[src/rtl/mult_seq_pkg.sv]
// mult_seq_pkg -- shared definitions for multi-cycle arithmetic blocks.
//   mult_state_e : control state encoding (IDLE/CALC/DONE), shared so other
//                  multi-cycle arithmetic blocks decode the same values.
//   MULT_A_W_DEF : default multiplicand width.
//   MULT_B_W_DEF : default multiplier width (also the CALC iteration count).
package mult_seq_pkg;

  typedef enum logic [1:0] {
    IDLE = 2'd0,
    CALC = 2'd1,
    DONE = 2'd2
  } mult_state_e;

  localparam int unsigned MULT_A_W_DEF = 8;
  localparam int unsigned MULT_B_W_DEF = 8;

endpackage

[src/rtl/mult_abs.sv]
// mult_abs -- conditional two's-complement negate, used both as |x| on the
// operands and as the final sign fix-up of the product.
//   W   : input width.
//   x   : input value.
//   en  : negate enable. When set, x is sign-extended and negated, so for a
//         negative x the result is |x|; for a non-negative x (the final
//         fix-up) the result is -x.
//   mag : W+1-bit result, wide enough that the most-negative input yields a
//         correct positive magnitude.
//   neg : high when the value was negated.
module mult_abs #(
  parameter int unsigned W = 8
) (
  input  logic [W-1:0] x,
  input  logic         en,
  output logic [W:0]   mag,
  output logic         neg
);

  logic [W:0] ext;

  // The extension bit only matters when negating a negative operand; for an
  // unconditional pass-through it is a zero extension.
  assign ext = {en & x[W-1], x};
  assign mag = en ? ((~ext) + (W+1)'(1)) : ext;
  assign neg = en;

endmodule

[src/rtl/mult_seq.sv]
// mult_seq -- sequential shift-and-add multiplier with valid/ready handshakes.
// Operands are converted to magnitude + sign on accept, multiplied over
// exactly B_W CALC cycles (data independent), and the product is sign
// corrected as it is loaded into c on entry to DONE.
//   sys_clk     : clock, rising edge.
//   sys_rst     : asynchronous active-high reset.
//   in_valid    : a, b, mode_signed are valid.
//   in_ready    : block is IDLE and can accept operands.
//   a, b        : multiplicand (A_W bits), multiplier (B_W bits).
//   mode_signed : 1 = two's-complement operands, 0 = unsigned.
//   out_valid   : c holds a finished product (state DONE).
//   out_ready   : consumer takes the product.
//   c           : A_W+B_W-bit product, held until the output handshake.
//   busy        : high in any state other than IDLE.
module mult_seq
  import mult_seq_pkg::*;
#(
  parameter int unsigned A_W = MULT_A_W_DEF,
  parameter int unsigned B_W = MULT_B_W_DEF
) (
  input  logic             sys_clk,
  input  logic             sys_rst,
  input  logic             in_valid,
  output logic             in_ready,
  input  logic [A_W-1:0]   a,
  input  logic [B_W-1:0]   b,
  input  logic             mode_signed,
  output logic             out_valid,
  input  logic             out_ready,
  output logic [A_W+B_W-1:0] c,
  output logic             busy
);

  localparam int unsigned P_W = A_W + B_W;
  localparam int unsigned CW  = $clog2(B_W + 1);
  localparam logic [CW-1:0] LAST = CW'(B_W - 1);

  mult_state_e     state, state_nxt;
  logic            accept, calc_last;

  logic [CW-1:0]   cnt;
  logic [P_W-1:0]  mcand;
  logic [B_W:0]    mplier;
  logic [P_W-1:0]  acc, acc_next;
  logic            sign_r;
  logic [P_W-1:0]  c_r;

  logic [A_W:0]    mag_a;
  logic [B_W:0]    mag_b;
  logic            neg_a, neg_b;
  logic [P_W:0]    mag_c;
  logic            neg_c;
  logic            unused_c;

  mult_abs #(.W(A_W)) u_abs_a (
    .x   (a),
    .en  (mode_signed & a[A_W-1]),
    .mag (mag_a),
    .neg (neg_a)
  );

  mult_abs #(.W(B_W)) u_abs_b (
    .x   (b),
    .en  (mode_signed & b[B_W-1]),
    .mag (mag_b),
    .neg (neg_b)
  );

  // Final fix-up operates on the accumulator value being written this cycle,
  // so c is ready on the same edge that enters DONE.
  mult_abs #(.W(P_W)) u_neg_c (
    .x   (acc_next),
    .en  (sign_r),
    .mag (mag_c),
    .neg (neg_c)
  );

  // Magnitude is at most 2^(P_W-2) when negated, so the extension bit and
  // the negate flag carry no extra information here.
  assign unused_c = mag_c[P_W] ^ neg_c;

  assign acc_next = mplier[0] ? (acc + mcand) : acc;
  assign c        = c_r;

  always_ff @(posedge sys_clk or posedge sys_rst) begin
    if (sys_rst) begin
      state <= IDLE;
    end else begin
      state <= state_nxt;
    end
  end

  always_comb begin
    state_nxt = state;
    accept    = 1'b0;
    calc_last = 1'b0;
    in_ready  = 1'b0;
    out_valid = 1'b0;
    busy      = 1'b1;
    case (state)
      IDLE: begin
        in_ready = 1'b1;
        busy     = 1'b0;
        if (in_valid) begin
          accept    = 1'b1;
          state_nxt = CALC;
        end
      end
      CALC: begin
        if (cnt == LAST) begin
          calc_last = 1'b1;
          state_nxt = DONE;
        end
      end
      DONE: begin
        out_valid = 1'b1;
        if (out_ready) begin
          state_nxt = IDLE;
        end
      end
      default: begin
        busy      = 1'b0;
        state_nxt = IDLE;
      end
    endcase
  end

  always_ff @(posedge sys_clk or posedge sys_rst) begin
    if (sys_rst) begin
      cnt    <= '0;
      mcand  <= '0;
      mplier <= '0;
      acc    <= '0;
      sign_r <= 1'b0;
      c_r    <= '0;
    end else if (accept) begin
      cnt    <= '0;
      mcand  <= P_W'(mag_a);
      mplier <= mag_b;
      acc    <= '0;
      sign_r <= neg_a ^ neg_b;
    end else if (state == CALC) begin
      acc    <= acc_next;
      mcand  <= mcand << 1;
      mplier <= mplier >> 1;
      cnt    <= cnt + CW'(1);
      if (calc_last) begin
        c_r <= mag_c[P_W-1:0];
      end
    end
  end

endmodule
[config.mk]
export PLATFORM = sky130hd
export DESIGN_NAME = mult_seq
export DESIGN_NICKNAME = d
export VERILOG_FILES = /design/src/rtl/mult_seq_pkg.sv /design/src/rtl/mult_abs.sv /design/src/rtl/mult_seq.sv
export SDC_FILE = /design/constraint.sdc
export NUM_CORES = 1
export LEC_CHECK = 0
export BUFFER_PORTS_ARGS = -buffer_cell sky130_fd_sc_hd__buf_2
export CORE_UTILIZATION = 54
export CTS_CLUSTER_SIZE = 12
export DETAILED_ROUTE_END_ITERATION = 16
export PLACE_DENSITY = 0.74
export SLEW_MARGIN = 40
export SYNTH_ARGS = -nofsm -noshare
export SYNTH_HDL_FRONTEND = slang
export SYNTH_SLANG_ARGS = --single-unit
[constraint.sdc]
create_clock -name sys_clk -period 4.14 [get_ports sys_clk]
set_clock_uncertainty 0.15 [all_clocks]
set_input_delay 0.207 -clock sys_clk [delete_from_list [all_inputs] [get_ports sys_clk]]
set_output_delay 0.207 -clock sys_clk [all_outputs]
set_load 0.01 [all_outputs]
Word-level counts from Yosys, hierarchy flattened --
Cells that the tools add are included.
Storage, ports and cells: output and inout bits 19, logic and storage cells 55, register bits 64
Cells by class: eq/ne operators 6, bitwise operators 9, add/subtract/negate cells 5, mux-type cells 23, reductions and logical operators 5
Operators by type and width (count):
- 2-to-1 mux 16 bit | 6
- 2-to-1 mux 9 bit | 4
- adder 9 x 1 -> 9 bit (second input constant) | 2
- NOT 9 bit | 2
- adder 16 x 1 -> 16 bit (second input constant) | 1
- adder 16 bit | 1
- NOT 16 bit | 1
- 2-to-1 mux 4 bit | 2
- 2-to-1 mux 1 bit | 7
- 2-to-1 mux 2 bit | 3
- inequality test 2 bit (second input constant) | 3
- case mux 2 bit (3 select lines) | 1
- AND reduction 3 bit | 2
- adder 4 x 1 -> 4 bit (second input constant) | 1
- AND 1 bit | 4
- equality test 4 x 3 -> 1 bit (second input constant) | 1
- equality test 2 x 1 -> 1 bit (second input constant) | 1
- equality test 2 bit (second input constant) | 1
- logical NOT 2 bit | 1
- nonzero test 2 bit | 1
- OR reduction 2 bit | 1
- NOT 1 bit | 1
- bitwise XOR 1 bit | 1

Longest topological paths before layout --
depth after elaboration 6, gate-level depth with buffers 11

Modules after synthesis --
A second synthesis with hierarchy kept.
Second synthesis, totals: cell total of the unflattened synthesis 496, area, all modules 4593.2 um^2
Modules (own cells, without submodules):
- mult_seq | cells an instance 394, instances 1, sequential area each 1601.5 um^2, area each 3829.9 um^2
- mult_abs (u_neg_c) | cells an instance 52, instances 1, sequential area each 0.0 um^2, area each 400.4 um^2
- mult_abs (u_abs_a ...) | cells an instance 25, instances 2, sequential area each 0.0 um^2, area each 181.4 um^2

Worst setup path after synthesis --
Ideal clock, no wire load.
path type register -> register, start point reg mcand[0], end point reg c_r[14] (netlist: c[14]), arrival time 2.861 ns, path buffers 0, data required time 3.868 ns, cell stages (with the launch flop) 12, path slack 1.007 ns, cell sequence dfrtp_1 > ha_1 > fa_1 > a211oi_4 > o21ai_2 > a311oi_2 > xor2_1 > a32oi_1 > or2_4 > o41ai_2 > xnor2_1 > o21ai_1
Between the ends: longest elaborated chain between the ends 5
RTL lines:
- from (decl) | RTL line mult_seq.sv:42 | logic [P_W-1:0] mcand;
- from (signal assigned) | RTL line mult_seq.sv:138 | mcand <= P_W'(mag_a);
- from (signal assigned) | RTL line mult_seq.sv:144 | mcand <= mcand << 1;
- adder 16 bit * | RTL line mult_seq.sv:82 | assign acc_next = mplier[0] ? (acc + mcand) : acc;
- 2-to-1 mux 16 bit * | RTL line mult_seq.sv:82
- NOT 16 bit | RTL line mult_abs.sv:25 | assign mag = en ? ((~ext) + (W+1)'(1)) : ext;
- adder 16 x 1 -> 16 bit | RTL line mult_abs.sv:25
- 2-to-1 mux 16 bit * | RTL line mult_abs.sv:25
- to (signal assigned) | RTL line mult_seq.sv:148 | c_r <= mag_c[P_W-1:0];
- to (decl) | RTL line mult_seq.sv:46 | logic [P_W-1:0] c_r;
Every way passes the cells marked *; elsewhere a longest branch is shown, timed or not. A chain may end at the register's enable or synchronous reset.

Final worst setup path --
Ends and elaborated chain as after synthesis.

==> run summary <==
status -> complete, no violations
Placement Setup Slack -> 0.722 ns
Cell Area, Synth -> 4310 µm²
die area -> 8340 µm²
CTS tree -> built
GRT Overall Usage -> 22.9%
Final Worst Setup Slack -> 0.725 ns
Synth Area in XOR/XNOR -> 7.93%
vias per inst -> 5.77
crit-path cells -> ha_1, fa_1, a211oi_4, o21ai_2, a311oi_2, xor2_1, a32oi_1, or2_4, o41ai_2, xnor2_1, o21ai_1
grt total ovfl -> 0
Critical path buffers and inverters -> 0
Max IR drop VDD -> 0.621 mV
I/O pins -> 40
Hold Path Class -> input pin to flip-flop
Critical Path AT -> 3.46 ns
Top FF cell, synth -> dfrtp_1
post-detail-place hpwl -> 6180 µm
synth top area cells -> dfrtp_1 37%, mux2i_1 8.6%, ha_1 7.0%, nand2_1 5.0%, xnor2_1 4.3%
CP peak stage delay -> 0.48 ns
Ys Warns -> 0
largest net degree at the start of global routing -> 58
Syn Inst Count -> 472
final hold vios -> 0
CTS H-Tree Depth -> 3
CTS root buffer -> clkbuf_8
Max-slew headroom -> 43.6%
max-cap violation count -> 0
CP max stage cell -> fa_1
Synth top area share -> 37.2%
Worst Hold Depth -> 3
drt wl/cell -> 14.3 µm
clock sink count -> 64
Cell variety after synth -> 59
first-pass GRT wire length -> 15300 µm
Post-route DRC -> 0
Placer Congestion -> 0.916
Core ar. -> 7730 µm²
RSZ-0062 raised after global routing -> false
Final #Nets -> 551
crit-path max FO -> 4
DRT iter0 DRCs -> 229
Synth Area in Compound Gates -> 19.4%
f_max -> 293 MHz
Slew @ Worst Pin -> 0.846 ns
CP Depth -> 11
Setup crit start kind -> flip-flop
I/O Buffers -> 39
Pwr Density -> 786 nW/µm²
antenna diode count -> 0
critical path type -> flip-flop to flip-flop
syn avg cell area -> 9.13 µm²
die width -> 91.3 µm
Worst-path clk slew -> 0.07 ns
Async S/R FF share, synth -> 100%
Crit path required time -> 4.19 ns
Routed Antenna Nets -> 0
Num CTS Buffers -> 9
clock latency on the worst-skew pair -> 0.33 ns
initial core utilization -> 55.7%
First-pass DRT Iterations -> 4
sequential-to-total area share from yosys stat -> 37.2%
Top delay family on crit path -> compound AO/OA/AOI/OAI gates
post-synth top area cell -> dfrtp_1
Syn Nets -> 518
adder-cell share of the synthesized area -> 7.44%
Reg2Reg Depth -> 11
Worst Setup End Kind -> flip-flop
Max Slew Vio Count -> 0
largest family of logic cells by synthesized area -> compound AO/OA/AOI/OAI gates
Max Root-Sink Buffers -> 2
Setup violations, final -> 0
Die Y -> 91.3 µm
Resized cells post-CTS -> 0
via count -> 3530
total detailed-routing wirelength -> 8740 µm
post-synthesis mux area share -> 8.60%
number of flops mapped to enable cells by yosys -> 0
setup_tns -> 0 ns
P_leak -> 0.00224 µW
vias in the first global route -> 3364
fraction of layout cells with a size suffix above 1 -> 14.7%
final period utilization -> 82.5%
Yosys reg bits -> 64
Simple-Gate Fraction of Synth Area -> 14.9%
Area Growth Syn to Fin -> 10.5%
initial antenna violation count -> 0
fin crit period -> 3.41 ns
Site Rows -> 32
Setup Buffers After CTS -> 0
[repair_timing]
| action | in CTS | in global routing |
|---|---|---|
| hold buffers | 2 | 0 |
| hold endpoints to repair | 27 | 0 |
| endpoints found under the setup margin | 0 | 0 |
[registers in the layout, indices dropped and copies added, names as in the netlist]
signal / flops
acc: 16
sign_r: 1
state: 2
mplier: 9
mcand: 16
c: 16
cnt: 4
[routing by layer]
metal	vias up	share of wire (%)	global-route usage, %
li1	1743	-	-
met1	1687	48	30.2
met2	85	46	37.5
met3	15	4.6	3.43
met4	0	1.6	9.79
met5	-	0	0
[final timing paths]
| kind | to | slack, ns | startpoint |
|---|---|---|---|
| max in group asynchronous | cnt[0] | 2.63 | sys_rst |
| worst max-delay path | c[14] | 0.73 | mcand[0] |
| worst max register to register | c[14] | 0.73 | mcand[0] |
| worst min register to register | c[6] | 0.32 | c[6] |
| worst min-delay path | mcand[7] | 0.02 | a[7] |
| min in group asynchronous | c[0] | 0.32 | sys_rst |
[Yosys cell counts (2+ instances only)]
master,instances
o41ai_1,2
mux2i_1,37
o21a_1,7
and2_1,2
xnor2_1,21
o2111ai_1,2
clkbuf_8,3
dfrtp_1,64
nand4_1,3
buf_6,2
a21o_1,3
buf_2,3
nand3b_1,4
a211oi_1,11
a311o_2,2
nand3_1,11
a21oi_1,21
o211ai_1,3
nor3_1,10
inv_1,15
o31ai_1,2
o21ai_0,34
o22ai_1,3
and3_1,3
xor2_1,18
clkbuf_1,12
nand2b_1,3
nand2_1,57
o21ai_1,14
ha_1,24
o41ai_2,2
nor2_1,46
o21ai_2,2
[cell usage in the layout, fill, tap and decap left out, types with 3 or more instances in the layout]
cell / n
clkbuf_8: 13
xor2_1: 18
o211ai_1: 3
buf_4: 3
and3_1: 3
a21oi_1: 21
nand2_1: 57
o21a_1: 7
mux2i_1: 37
nand3b_1: 4
nor3_1: 10
o21ai_0: 34
buf_2: 39
nand3_1: 11
nand2b_1: 3
a211oi_1: 11
o21ai_1: 14
ha_1: 23
nand4_1: 3
dfrtp_1: 64
nor2_1: 46
inv_1: 14
o22ai_1: 3
a21o_1: 3
xnor2_1: 21
[where the power goes]
part	total (µW)	switching, µW	internal [µW]
clock network	578	235	344
registers	1090	228	864
logic	2070	1190	876
[area by class of cell]
| type | count | area, µm² |
|---|---|---|
| multi-input cells | 370 | 2510 |
| flip-flops and latches | 64 | 1600 |
| fillers | 676 | 2970 |
| inverters | 16 | 60.1 |
| well taps | 102 | 128 |
| clock inverters | 2 | 35.0 |
| repair buffers | 44 | 238 |
| clock buffers | 14 | 183 |
[tightest hold or removal path: cells and delay by family]
family / cells / cell delay (ns)
AO/OA/AOI/OAI: 1 / 0.06
buffers and inverters: 1 / 0.13
AND/OR/NAND/NOR: 1 / 0.06
[cell families (layout without fill, tap and decap cells)]
logic type / after synthesis / in the layout
AO/OA/AOI/OAI: 123 / 123
buffers and inverters: 38 / 76
AND/OR/NAND/NOR: 146 / 146
flip-flops: 64 / 64
XOR/XNOR: 39 / 39
multiplexers: 37 / 37
adder cells (fa/ha/maj): 25 / 25
[per-stage QoR]
stage / cell area (µm²) / hold slack (ns) / cells / utilization (%) / total power [µW]
after floorplan: 4310 / 0.174 / 472 / - / 2750
after global routing: 4760 / 0.0220 / 612 / 61.6 / 4070
after global placement: 4520 / 0.138 / 594 / 58.5 / 3090
after CTS: 4760 / 0.00700 / 612 / 61.6 / 3740
after detailed placement: 4520 / 0.146 / 594 / 58.5 / 3150
final: 4760 / 0.0171 / 612 / 61.6 / 3740
(Power assumes the default switching activity.)
